## config.mk

```make
export PLATFORM = sky130hd
export DESIGN_NAME = mem_access_ctrl
export DESIGN_NICKNAME = d
export VERILOG_FILES = /design/src/rtl/mem_access_ctrl.sv
export SDC_FILE = /design/constraint.sdc
export NUM_CORES = 1
export LEC_CHECK = 0
export ABC_AREA = 0
export ABC_CLOCK_PERIOD_IN_PS = 3200
export CAP_MARGIN = 20
export CORE_ASPECT_RATIO = 0.8
export CORE_MARGIN = 5
export CORE_UTILIZATION = 41
export DETAILED_ROUTE_END_ITERATION = 8
export PLACE_DENSITY_LB_ADDON = 0.15
export SLEW_MARGIN = 40
export SYNTH_ARGS = -nofsm -noshare
export SYNTH_HDL_FRONTEND = slang
export SYNTH_SLANG_ARGS = --single-unit
export TNS_END_PERCENT = 50
```

## constraint.sdc

```tcl
create_clock -name clk -period 3.2 [get_ports clk]
set_clock_uncertainty 0.1 [all_clocks]
set_input_delay 0.64 -clock clk [delete_from_list [all_inputs] [get_ports clk]]
set_output_delay 0.64 -clock clk [all_outputs]
set_load 0.02 [all_outputs]
```

## src/rtl/mem_access_ctrl.sv

```systemverilog
// rtl/mem_access_ctrl.sv - memory-stage data-bus sequencer for loads and stores
module mem_access_ctrl #(
    parameter int WATCHDOG_CYCLES = 1023
) (
    input  logic        clk,
    input  logic        reset,
    input  logic        m_valid,
    input  logic        m_is_store,
    input  logic [31:0] m_addr,
    input  logic [2:0]  m_size,
    input  logic [31:0] m_wdata,
    input  logic        pipe_advance,
    output logic        dreq_valid,
    output logic [31:0] dreq_addr,
    output logic [2:0]  dreq_size,
    output logic [3:0]  dreq_strobe,
    output logic [31:0] dreq_data,
    input  logic        dresp_addr_ok,
    input  logic        dresp_data_ok,
    input  logic [31:0] dresp_data,
    output logic        mem_stall,
    output logic        ld_valid,
    output logic [31:0] ld_data,
    output logic        misalign,
    output logic        bus_timeout
);

    typedef enum logic [1:0] {
        S_IDLE = 2'd0,
        S_ADDR = 2'd1,
        S_DATA = 2'd2,
        S_DONE = 2'd3
    } state_t;

    // Counter wide enough to hold WATCHDOG_CYCLES; a zero setting disables it.
    localparam int              WD_W   = (WATCHDOG_CYCLES > 0) ? $clog2(WATCHDOG_CYCLES + 1) : 1;
    localparam logic [WD_W-1:0] WD_MAX = WD_W'(WATCHDOG_CYCLES);
    localparam logic            WD_EN  = (WATCHDOG_CYCLES != 0);

    state_t state;
    state_t state_nxt;

    logic        size_bad;
    logic        req_go;
    logic        capture;
    logic [3:0]  req_strobe;
    logic [31:0] req_data;

    logic [31:0] lat_addr;
    logic [2:0]  lat_size;
    logic [3:0]  lat_strobe;
    logic [31:0] lat_data;
    logic        lat_is_store;
    logic [31:0] hold_data;

    logic [WD_W-1:0] wd_cnt;
    logic [WD_W-1:0] wd_nxt;
    logic            waiting;

    // Alignment check and byte-lane placement of the incoming memory-stage access.
    always_comb begin
        size_bad   = 1'b0;
        req_strobe = 4'b0000;
        case (m_size)
            3'd0: begin
                size_bad   = 1'b0;
                req_strobe = 4'b0001 << m_addr[1:0];
            end
            3'd1: begin
                size_bad   = m_addr[0];
                req_strobe = 4'b0011 << m_addr[1:0];
            end
            3'd2: begin
                size_bad   = |m_addr[1:0];
                req_strobe = 4'b1111;
            end
            default: begin
                size_bad   = 1'b1;
                req_strobe = 4'b0000;
            end
        endcase
        if (!m_is_store) begin
            req_strobe = 4'b0000;
        end
        req_data = m_wdata << {m_addr[1:0], 3'b000};
        misalign = (state == S_IDLE) && m_valid && size_bad;
        req_go   = (state == S_IDLE) && m_valid && !size_bad;
    end

    // Next-state and bus/pipeline outputs; IDLE drives the bus straight from the
    // memory stage, later states replay the latched copy so fields stay stable.
    always_comb begin
        state_nxt   = state;
        capture     = 1'b0;
        dreq_valid  = 1'b0;
        dreq_addr   = lat_addr;
        dreq_size   = lat_size;
        dreq_strobe = lat_strobe;
        dreq_data   = lat_data;
        mem_stall   = 1'b0;
        case (state)
            S_IDLE: begin
                dreq_valid  = req_go;
                dreq_addr   = m_addr;
                dreq_size   = m_size;
                dreq_strobe = req_strobe;
                dreq_data   = req_data;
                mem_stall   = req_go;
                if (req_go) begin
                    if (dresp_addr_ok && dresp_data_ok) begin
                        state_nxt = S_DONE;
                        capture   = 1'b1;
                    end else if (dresp_addr_ok) begin
                        state_nxt = S_DATA;
                    end else begin
                        state_nxt = S_ADDR;
                    end
                end
            end
            S_ADDR: begin
                dreq_valid = 1'b1;
                mem_stall  = 1'b1;
                if (dresp_addr_ok && dresp_data_ok) begin
                    state_nxt = S_DONE;
                    capture   = 1'b1;
                end else if (dresp_addr_ok) begin
                    state_nxt = S_DATA;
                end
            end
            S_DATA: begin
                mem_stall = 1'b1;
                if (dresp_data_ok) begin
                    state_nxt = S_DONE;
                    capture   = 1'b1;
                end
            end
            S_DONE: begin
                if (pipe_advance) begin
                    state_nxt = S_IDLE;
                end
            end
            default: begin
                state_nxt = S_IDLE;
            end
        endcase
    end

    // State register.
    always_ff @(posedge clk) begin
        if (reset) begin
            state <= S_IDLE;
        end else begin
            state <= state_nxt;
        end
    end

    // Latch the request as it is issued so retries in ADDR replay identical fields.
    always_ff @(posedge clk) begin
        if (reset) begin
            lat_addr     <= '0;
            lat_size     <= '0;
            lat_strobe   <= '0;
            lat_data     <= '0;
            lat_is_store <= 1'b0;
        end else if (req_go) begin
            lat_addr     <= m_addr;
            lat_size     <= m_size;
            lat_strobe   <= req_strobe;
            lat_data     <= req_data;
            lat_is_store <= m_is_store;
        end
    end

    // Holding register: only a completing transaction updates it, so stray data_ok is dropped.
    always_ff @(posedge clk) begin
        if (reset) begin
            hold_data <= '0;
        end else if (capture) begin
            hold_data <= dresp_data;
        end
    end

    assign ld_valid = (state == S_DONE) && !lat_is_store;
    assign ld_data  = hold_data;

    assign waiting = (state == S_ADDR) || (state == S_DATA);
    assign wd_nxt  = (wd_cnt == WD_MAX) ? wd_cnt : wd_cnt + WD_W'(1);

    // Watchdog: count waiting cycles, saturate, and raise a sticky flag at the limit.
    always_ff @(posedge clk) begin
        if (reset) begin
            wd_cnt      <= '0;
            bus_timeout <= 1'b0;
        end else begin
            if (WD_EN && waiting && ((state_nxt == S_ADDR) || (state_nxt == S_DATA))) begin
                wd_cnt <= wd_nxt;
            end else begin
                wd_cnt <= '0;
            end
            if (WD_EN && waiting && (wd_nxt == WD_MAX)) begin
                bus_timeout <= 1'b1;
            end
        end
    end

endmodule

```

**Yosys cells after proc, flatten, opt, wreduce, memory -nomap -nowiden**

Index checks and enable logic that the tools add are counted.

- Add/sub/neg operators: 1
- Equal/unequal tests: 9
- Shift operators: 3
- Mux-type cells: 22
- Bitwise gates (word level): 1
- Reductions and logical operators: 16

Operators with widths:

| cell | number |
|---|---|
| $mux W32 | 2 |
| $shl A32 B5 Y32 | 1 |
| $eq A10 B10 Y1 const B | 2 |
| $mux W2 | 7 |
| $pmux W4 S3 | 1 |
| $add A10 B1 Y10 const B | 1 |
| $mux W10 | 1 |
| $mux W4 | 2 |
| $pmux W2 S4 | 1 |
| $logic_and A1 B1 Y1 | 7 |
| $eq A2 B2 Y1 const B | 3 |
| $pmux W1 S3 | 2 |
| $reduce_or A2 Y1 | 3 |
| $eq A2 B1 Y1 const B | 2 |
| $pmux W1 S2 | 2 |
| $shl A1 B2 Y4 const A | 1 |
| $shl A2 B2 Y4 const A | 1 |
| $eq A3 B1 Y1 const B | 1 |
| $eq A3 B2 Y1 const B | 1 |
| $logic_not A3 Y1 | 1 |
| $mux W1 | 3 |
| $mux W3 | 1 |
| $logic_not A1 Y1 | 2 |
| $logic_not A2 Y1 | 1 |
| 2 further kinds | 3 |

- Flip-flop bits (word level): 117
- Input port bits: 106
- Output and inout bits: 108
- Word-level logic and storage cells: 61

**Depth between registers and ports, before layout**

Gate-level depths: netlist (run 1).

- Depth after elaboration: 11
- Depth in mapped cells: 10
- Mapped depth without buffers: 8

**Worst setup path after synthesis (run 1)**

Ideal clock, no wire load.

- Path kind: input to output
- Start point: input port m_addr[1]
- End point: output port mem_stall
- Arrival time: 1.909 ns
- Required time: 2.460 ns
- Setup slack: 0.551 ns
- Cell stages on the path: 7
- Cells stage by stage: buf_2 > o21ai_2 > and4b_1 > buf_2 > clkbuf_1 > nor2_1 > nor2_1

- Cells in the longest elaborated chain, start to end: 5

Ends and longest elaborated chain:

| element | line | RTL |
|---|---|---|
| start, declared | 9 | `input logic [31:0] m_addr,` |
| $reduce_or A2 Y1 | 74 | `size_bad = \|m_addr[1:0];` |
| $pmux W1 S3 | 64 | `case (m_size)` |
| $logic_not A1 Y1 | 87 | `req_go = (state == S_IDLE) && m_valid && !size_bad;` |
| $logic_and A1 B1 Y1 | 87 |  |
| $pmux W1 S2 | 101 | `case (state)` |
| end, declared | 21 | `output logic mem_stall,` |

No other way between the ends.

**Worst setup path after layout (run 1)**

- Start point: input port m_addr[1]
- End point: output port dreq_data[27]

- Cells in the longest elaborated chain, start to end: 2

Ends and longest elaborated chain:

| element | line | RTL |
|---|---|---|
| $shl A32 B5 Y32 | 85 | `req_data = m_wdata << {m_addr[1:0], 3'b000};` |
| $mux W32 | 101 |  |
| end, declared | 17 | `output logic [31:0] dreq_data,` |

No other way between the ends.

==> impl_results.md, run 1 <==
* Sw frac at between 30% and 40%
* Die Footprint at 0.0168 mm²
* #FFs+latches synth at 117
* Met2 Resource Use GR at 33.4%
* RSZ-0062 raised after global routing: false
* Crit path DAT at ~2400 ps
* Via count at 5899
* Gr usage total at 21.4%
* DIE WIDTH at 144 µm
* Syn Inst Count at 746
* Hold_buf cts at 0
* Sequential share of power at 24.9%
* CP Class: in -> out
* Pins over their slew limit at 0
* YS warnings at 0
* Clock slew at reported path FFs at 50 ps
* Hold Path Class: reg -> reg
* Post-synth top area cell: dfxtp_1
* Die Span Y at 117 µm
* Initial core utilization at roughly two fifths
* Power per cell area at 733 mW/mm²
* Root buf cell: clkbuf_16
* Layout cells sized above 1 at 16.5%
* Clk buf depth at 2
* Routed WL at between 15000 and 20000 µm
* Status: complete, no violations
* Worst setup EP type: output port
* Row cnt at 39
* Slowest CP cell: clkdlybuf4s50_1
* Max FO, Critical Path at 15
* Clk pwr share at 27.2%
* Antenna Violating Nets Remaining at 0
* Tot Pwr at ~6.6 mW
* Fin crit period at 3130 ps
* Layout Cells excl Fill at 1175
* Number of remaining DRC errors at 0
* Fin nets at 1091
* # Max-Cap Violations at 0
* CTS tree: done
* Post-Layout Inst Area at 0.00897 mm²
* Placed Cells at 1143
* H-tree Lvls at 4
* Gr busiest metal: met2
* IO buf count at roughly 210
* Met1 Resource Use GR at 27.6%
* Distinct cell type count after synthesis at 46
* Fin Hold WS at 351 ps
* Area of the multi-input gates at 0.00326 mm²
* Via count of the first global-routing pass at 5565
* FF/Latch Area at 0.00234 mm²
* Vias per cell at 5.02
* Drt first pass iters at 5
* Final setup viols at 0
* First-pass GRT wire length at 28700 µm
* Syn Nets at roughly 860
* Crit share post-route at 97.9%
* Sequential-to-total area share from yosys stat at about two fifths
* Peak VDD IR at 412 µV
* Area grow syn2layout at 53.0%
* Placed Area at approximately 0.0085 mm²
* Final Hold Fails at 0
* CP required at 2460 ps
* Fmax at 0.319 GHz
* Grt total ovfl at 0
* I/O pin cnt at 214
* Hold_sp: lat_data[13]
* Slew HR at 44.9%
* Mapped Area at a little under 0.006 mm²
* Most used cell, CP: mux2_2
* Crit path launch: m_addr[1]
* Mean post-synth cell area at roughly 7.9 µm²
* CTS buffer count at 17
* Comb pwr share at 47.9%
* P_sw at approximately 2.5 mW
* Pin count of the biggest net entering global routing at 81
* Critical Path Start Type: input port
* Antenna violations before repair at 0
* Clk_lat worst skew at 410 ps
* Reg-to-Reg Start: state[0]
* Leak pwr at 3.45 nW
* Core Box Area at approximately 0.014 mm²
* Avg WL per Cell at 15.4 µm
* Detailed Route Iter0 Violations at slightly above 300
* CP Cell Sequence: clkdlybuf4s50_1, buf_12, mux2_2, nand2_1, o21ai_0, mux2_2, clkdlybuf4s15_1
* Fin util at 63.4%
* N_diodes at 0
* Top cells by area, synth: dfxtp_1 (40%), nand2_1 (13%), mux2_2 (12%), a21oi_1 (9.1%), mux2i_1 (3.2%)
* Post-synth top area share at 39.9%
* CTS sink cnt at 117
* Filler instances at 1262
* Internal Power at roughly 4 mW
* Worst path max stage delay at slightly above 500 ps
* Worst-margin pin slew at 827 ps
* Gpl congestion at just over 0.8
* Met3 usage at 7.76%
* Detailed placement HPWL at 12700 µm
==> synth_stat cells (all sizes together) <==
master	n
nor4	1
and4	1
nand4	1
mux2	60
o21ai	29
nor2	41
nand3	26
buf	20
a21oi	107
clkinv	1
nand2b	3
a211oi	8
ha	6
a22oi	9
nor2b	10
o311ai	1
nand4b	1
or3	1
a21o	2
nor3	3
and4b	2
clkbuf	34
a22o	1
nand2	199
and3	1
a31oi	1
dfxtp	117
nor4b	1
xor2	3
o41ai	1
xnor2	2
o22ai	2
mux2i	19
o211ai	10
inv	15
o21a	2
a21boi	1
nor3b	4
==> registers in the layout, indices dropped and copies added, names as in the netlist <==
register      flops
lat_size          3
lat_data         32
bus_timeout       1
lat_is_store      1
state             2
wd_cnt           10
lat_addr         32
lat_strobe        4
ld_data          32
==> final timing paths <==
| kind | end | slack, ps | depth (start not counted) |
|---|---|---|---|
| max | dreq_data[27] | 70 | 7 |
| min | lat_data[13] | 350 | 2 |
| max reg2reg | ld_data[11] | 790 | 9 |
| min reg2reg | lat_data[13] | 350 | 2 |
==> area by class of cell <==
cell class              instances  share of cell area [%]
flip-flops and latches        117                    26.1
clock inverters                14                    1.46
repair buffers                268                    28.1
multi-input cells             559                    36.3
well taps                     184                    2.57
clock buffers                  17                    4.74
inverters                      16                   0.669
==> critical path: cells and delay by family <==
| kind | cells | cell delay [ps] |
|---|---|---|
| compound gates | 1 | 90 |
| buf+inv | 3 | 960 |
| mux | 2 | 620 |
| simple gates | 1 | 60 |
==> cell families after synthesis <==
family                   after synthesis  share of synthesized area [%]
buffers and inverters                 70                           4.86
AND/OR/NAND/NOR                      295                           21.2
adder cells (fa/ha/maj)                6                           1.28
AO/OA/AOI/OAI                        174                           17.0
flip-flops                           117                           39.9
XOR/XNOR                               5                          0.875
multiplexers                          79                           14.8
==> placed cells by master, fill, tap and decap left out, drive strengths merged, types with 3 or more instances in the layout <==
cell / instances
nand2: 199
clkdlybuf4s50: 172
dfxtp: 117
a21oi: 107
mux2: 60
buf: 56
nor2: 41
dlygate4sd2: 31
o21ai: 29
nand3: 26
clkbuf: 24
mux2i: 19
inv: 18
nor2b: 10
o211ai: 10
a22oi: 9
a211oi: 8
clkinv: 7
ha: 6
nor3b: 4
clkinvlp: 4
nand2b: 3
xor2: 3
nor3: 3
==> through the flow <==
| step | setup TNS (ps) | setup WS, ps |
|---|---|---|
| after detailed placement | -4340 | -223 |
| final | 0 | 66.7 |
| after floorplan | 0 | 551 |
| after CTS | 0 | 10.8 |
| after global placement | -3710 | -179 |
| after global routing | 0 | 4.98 |
==> metal layers <==
metal | wire, µm | up-vias
li1 | - | 3007
met5 | 0 | -
met2 | 8450 | 180
met1 | 7770 | 2688
met3 | 1570 | 24
met4 | 290 | 0
==> timing repair <==
item	4_1_cts	5_1_grt
gates resized for setup	40	16
endpoints found under the setup margin	39	15
pin swaps	0	0
endpoints found under the hold margin	0	0
buffers inserted	0	1
==> power by group through the flow <==
stage | clock, mW | combinational, mW | sequential, mW
3_3_place_gp | 0 | 3.32 | 1.67
2_1_floorplan | 0 | 1.85 | 1.73
3_5_place_dp | 0 | 3.32 | 1.67
6_report | 1.79 | 3.15 | 1.64
5_1_grt | 1.91 | 3.39 | 1.66
4_1_cts | 1.83 | 3.20 | 1.64
Note: power is estimated with default switching activity, not from simulation.
==> inputs of run 2 (changes only) <==
Settings changed: ABC_CLOCK_PERIOD_IN_PS 3200 to 3550.
Clock period 3.2 ns to 3.55 ns, I/O delays scaled along.
==> impl_results.md, run 2 (synthesis gave the netlist of run 1 again) <==
* DIE WIDTH at 144 µm (unchanged)
* Most used cell, CP: clkdlybuf4s50_1
* Most frequent cells in the layout: nand2_1 (199), clkdlybuf4s50_1 (193), dfxtp_1 (117)
* Area of the multi-input gates at 0.00326 mm² (unchanged)
* Clk_lat worst skew at 420 ps (about the same)
* Gr usage total at 21.0% (-0.48 points)
* Gpl congestion at 0.794 (-3.4%)
* Vias per cell at 5.05 (+0.63%)
* Drt first pass iters at 5 (unchanged)
* I/O pin cnt at 214 (unchanged)
* Area grow syn2layout at 52.9% (about the same)
* Via count of the first global-routing pass at 5476 (-1.6%)
* N_diodes at 0 (unchanged)
* Filler instances at 1241 (-1.7%)
* Pin count of the biggest net entering global routing at 81 (unchanged)
* Slew HR at 58.1% (+13 points)
* CTS tree: done
* Worst path max stage delay at 540 ps (+30 ps)
* Fin crit period at 3480 ps
* H-tree Lvls at 4 (unchanged)
* CTS buffer count at 17 (unchanged)
* Layout cells sized above 1 at 13.6% (-2.9 points)
* Fmax at 0.287 GHz
* Fin nets at 1067 (-2.2%)
* Root buf cell: clkbuf_16
* First-pass GRT wire length at 28000 µm (-2.3%)
* RSZ-0062 raised after global routing: false
* Row cnt at 39 (unchanged)
* Cells on worst reg2reg path at 9 (unchanged)
* Detailed Route Iter0 Violations at 312 (+3.3%)
* Crit share post-route at 98.1%
* Antenna violations before repair at 0 (unchanged)
* Routed WL at 17800 µm (-1.3%)
* Crit path DAT at 2670 ps (+280 ps)
* Max FO, Critical Path at 18 (+3)
* Core Box Area at 0.0142 mm² (unchanged)
* RR Endpoint: wd_cnt[1]
* Slowest CP cell: clkdlybuf4s50_1
* Postcts setup bufs at 0 (unchanged)
* CTS sink cnt at 117 (unchanged)
* Antenna Violating Nets Remaining at 0 (unchanged)
* Hold path depth at 2 (unchanged)
* Status: complete, no violations
* Worst setup EP type: output port
* Number of remaining DRC errors at 0 (unchanged)
* R2R Setup Slk at 990 ps (+200 ps)
* CP Cell Sequence: clkdlybuf4s50_1, buf_6, buf_12, mux2i_1, nor2_1, mux2_2, clkdlybuf4s50_1
* Power per cell area at 692 mW/mm² (-5.6%)
* Layout Cells excl Fill at 1152 (-2.0%)
* Clk buf depth at 2 (unchanged)
* Worst-margin pin slew at 628 ps (-199 ps)
* Grt total ovfl at 0 (unchanged)
* Leak pwr at 3.46 nW (+0.17%)
* CP required at 2740 ps (+280 ps)
* Die Span Y at 117 µm (unchanged)
* Final setup viols at 0 (unchanged)
* Placed Cells at 1120 (-2.0%)
* Via count at 5820 (-1.3%)
* # Max-Cap Violations at 0 (unchanged)
* Critical Path Start Type: input port
* FF/Latch Area at 0.00234 mm² (unchanged)
* CP Class: in -> out
* Final Hold Fails at 0 (unchanged)
* Die Footprint at 0.0168 mm² (unchanged)
* IO buf count at 213 (unchanged)
* Most common cell after layout, fill and taps aside: nand2_1
* Clock slew at reported path FFs at 50 ps (about the same)
* Peak VDD IR at 449 µV (+9.1%)
* Reg-to-Reg Start: state[0]
* Detailed placement HPWL at 12600 µm (-1.1%)
* Hold Path Class: reg -> reg
* Avg WL per Cell at 15.5 µm (+0.64%)
* Sum Neg Setup Slack at 0 ps (unchanged)
* Initial core utilization at 41.5% (unchanged)
* Sink of the worst hold path: lat_data[24]
* Hold_sp: lat_data[24]
* Pins over their slew limit at 0 (unchanged)
[run 2: worst max path at each step]
| stage | startpoint | endpoint | slack, ps | cells past startpoint |
|---|---|---|---|---|
| CTS | m_addr[1] | dreq_data[26] | 5 | 7 |
| floorplan | m_addr[1] | mem_stall | 760 | 7 |
| finish | m_addr[0] | dreq_data[13] | 70 | 7 |
| detailed placement | m_addr[1] | dreq_data[28] | -6 | 7 |
| global placement | m_addr[1] | dreq_data[30] | 6 | 7 |
| global route | m_addr[0] | dreq_data[11] | 4 | 7 |
[run 2: repair_timing]
item                                   CTS  global route
endpoints found under the hold margin    0             0
hold buffers                             0             0
setup endpoints to repair                6            14
resized for setup                        6            14
[run 2: report_power, final]
part	internal [mW]	total [mW]	switching [mW]	leakage, nW
clock network	1.19	1.81	0.620	0.304
registers	1.42	1.48	0.0611	0.947
logic	1.35	2.91	1.56	2.21
total	3.96	6.20	2.24	3.46
[run 2: per-stage QoR]
stage / utilization [%] / instance area [µm²] / setup slack, ps / hold slack, ps / total power [mW]
finish: 63.4 / 8970 / 67.8 / 352 / 6.20
global route: 63.4 / 8970 / 4.01 / 363 / 6.52
CTS: 63.1 / 8930 / 5.40 / 353 / 6.29
detailed placement: 58.7 / 8310 / -5.56 / 346 / 4.47
global placement: 58.7 / 8310 / 5.58 / 341 / 4.47
floorplan: - / 5870 / 761 / 334 / 3.22
[run 2: final cells by class]
| type | count | area share (%) |
|---|---|---|
| clock inverter | 12 | 1.98 |
| multi-input combinational | 559 | 36.4 |
| clock buffer | 20 | 4.98 |
| timing repair buffer | 244 | 27.3 |
| inverter | 16 | 0.670 |
| tap | 184 | 2.57 |
| sequential | 117 | 26.1 |
[run 2: per-layer routing]
metal / vias up / track usage (%) / wire length [µm]
li1: 2963 / - / -
met1: 2688 / 26.3 / 7700
met2: 151 / 32.8 / 8230
met3: 18 / 8.77 / 1660
met4: 0 / 7.15 / 234
met5: - / 0 / 0
[run 2: worst max-delay path: cells and delay by family]
family / cells / cell delay (ps)
AND/OR/NAND/NOR: 1 / 90
buffers and inverters: 4 / 1410
multiplexers: 2 / 460
==> inputs of run 3 (changes only) <==
Settings changed: CORE_MARGIN 5 to 2, PLACE_DENSITY from default to 0.75, PLACE_DENSITY_LB_ADDON 0.15 to default.
==> impl_results.md, run 3 (synthesis gave the netlist of run 1 again) <==
* Status: complete, no violations
* Fin crit period at 3460 ps (-20.4 ps)
* Sequential share of power at 24.2% (+0.4 points)
* Pins over their slew limit at 0 (unchanged)
* Comb pwr share at 47.4% (+0.5 points)
* CP required at 2740 ps (about the same)
* Cells on worst reg2reg path at 9 (unchanged)
* Max FO, Critical Path at 9 (-9)
* Fmax at 0.289 GHz (+0.59%)
* Pin count of the biggest net entering global routing at 81 (unchanged)
* Worst path max stage delay at 650 ps (+110 ps)
* CTS resizes at 15 (+9)
* Clock slew at reported path FFs at 60 ps (about the same)
* Antenna Violating Nets Remaining at 0 (unchanged)
* Area grow syn2layout at 52.9% (about the same)
* Most frequent cells in the layout: nand2_1 (199), clkdlybuf4s50_1 (183), dfxtp_1 (117)
* Via count of the first global-routing pass at 5549 (+1.3%)
* Sw frac at 36.6% (+0.52 points)
* CTS tree: done
* Routed WL at 17500 µm (-1.6%)
* IO buf count at 213 (unchanged)
* Critical Path Start Type: input port
* Worst Setup EP: dreq_strobe[1]
* Worst setup EP type: output port
* CTS buffer count at 17 (unchanged)
* Gpl congestion at 0.824 (+3.9%)
* Vias per cell at 5.06 (+0.23%)
* Antenna violations before repair at 0 (unchanged)
* Die Footprint at 0.0153 mm² (-9.1%)
* P_sw at 2.24 mW (-0.16%)
* Initial core utilization at 41.5% (unchanged)
* Clk_lat worst skew at 410 ps (about the same)
* WP buf/inv at 4 (unchanged)
* Power per cell area at 681 mW/mm² (-1.6%)
* Row cnt at 39 (unchanged)
* Slew HR at 57.6% (-0.52 points)
* CP Class: in -> out
* DIE WIDTH at 138 µm (-4.2%)
* N_diodes at 0 (unchanged)
* Avg WL per Cell at 15.2 µm (-2.1%)
* Top delay family on crit path: buffers and inverters
* Leak pwr at 3.54 nW (+2.2%)
* I/O pin cnt at 214 (unchanged)
* Fin util at 63.4% (about the same)
* Hold Path Class: reg -> reg
* Via count at 5864 (+0.76%)
* Clk pwr share at 28.3% (-0.9 points)
* Crit share post-route at 97.5% (-0.57 points)
* Filler instances at 1245 (+0.32%)
* Core Box Area at 0.0142 mm² (unchanged)
* Most common cell after layout, fill and taps aside: nand2_1
* Root buf cell: clkbuf_16
* CP Cell Sequence: clkdlybuf4s50_1, buf_4, buf_4, nor2_1, o211ai_1, o21ai_0, clkdlybuf4s50_1
* Clk buf depth at 2 (unchanged)
* Peak VDD IR at 571 µV (+27%)
* Layout cells sized above 1 at 14.4% (+0.74 points)
* Area of the multi-input gates at 0.00326 mm² (unchanged)
* Final setup viols at 0 (unchanged)
* Die Span Y at 111 µm (-5.1%)
* FF/Latch Area at 0.00234 mm² (unchanged)
* Sum Neg Setup Slack at 0 ps (unchanged)
* Crit path launch: m_addr[1]
* H-tree Lvls at 4 (unchanged)
* Grt total ovfl at 0 (unchanged)
* Slowest CP cell: clkdlybuf4s50_1
* # Max-Cap Violations at 0 (unchanged)
* Detailed Route Iter0 Violations at 270 (-13%)
* Fin nets at 1074 (+0.66%)
* Internal Power at 3.87 mW (-2.4%)
* Postcts setup bufs at 0 (unchanged)
* Final Hold Fails at 0 (unchanged)
* First-pass GRT wire length at 28100 µm (+0.20%)
* Number of remaining DRC errors at 0 (unchanged)
* Drt first pass iters at 7 (+2)
* Detailed placement HPWL at 12100 µm (-3.9%)
* CP Depth at 7 (unchanged)
* R2R Setup Slk at 800 ps (-190 ps)
* Hold_buf cts at 0 (unchanged)
* Reg-to-Reg Start: state[0]
* CTS sink cnt at 117 (unchanged)
* RSZ-0062 raised after global routing: false
* Worst-margin pin slew at 636 ps (+7.84 ps)
* Crit path DAT at 2650 ps (-20 ps)
* Gr usage total at 23.1% (+2.1 points)
* RR Endpoint: ld_data[3]
==> run 3: worst min-delay path by stage <==
stage,start,to,slack [ps],cells past startpoint
floorplan,lat_addr[0],lat_addr[0],330,2
global placement,lat_addr[29],lat_addr[29],340,2
detailed placement,lat_data[11],lat_data[11],350,2
CTS,lat_data[11],lat_data[11],350,2
global route,lat_addr[20],lat_addr[20],370,2
finish,lat_addr[29],lat_addr[29],350,2
==> run 3: routing by layer <==
metal / up-vias / global-route usage [%] / part of all wire [%]
met4: 0 / 6.94 / 1.3
li1: 2978 / - / -
met3: 18 / 8.09 / 8.1
met5: - / 0 / 0
met1: 2692 / 29.8 / 44
met2: 176 / 36.3 / 47
==> run 3: layout make-up <==
class / count / share of cell area (%)
tap: 184 / 2.57
inverter: 16 / 0.670
sequential: 117 / 26.1
multi-input combinational: 559 / 36.4
clock inverter: 13 / 1.77
timing repair buffer: 251 / 27.6
clock buffer: 18 / 4.90
==> run 3: worst reg2reg max path, stage by stage, from the launching register on <==
cell and delay [ps]:
dfxtp_1 330, inv_1 180, ha_4 450, nand2_1 160, and4b_2 320, buf_4 120
o21a_1 160, o21a_2 560, nand2_1 150, a21oi_1 160
==> run 3: metrics by stage <==
step / instance area, µm² / total power, mW / setup WS [ps] / hold WS (ps) / std cells
global placement: 8330 / 4.47 / -73.9 / 340 / 1126
floorplan: 5870 / 3.22 / 761 / 334 / 746
finish: 8970 / 6.11 / 88.2 / 351 / 1158
CTS: 8910 / 6.18 / 7.76 / 353 / 1157
detailed placement: 8330 / 4.48 / -89.4 / 345 / 1126
global route: 8970 / 6.42 / 11.0 / 369 / 1158
==> run 3: power groups by stage <==
stage | registers [mW] | logic (mW) | clock network [mW]
after floorplan | 1.56 | 1.67 | 0
after global placement | 1.50 | 2.97 | 0
after detailed placement | 1.51 | 2.97 | 0
after CTS | 1.48 | 2.93 | 1.77
after global routing | 1.49 | 3.10 | 1.83
final | 1.48 | 2.89 | 1.73
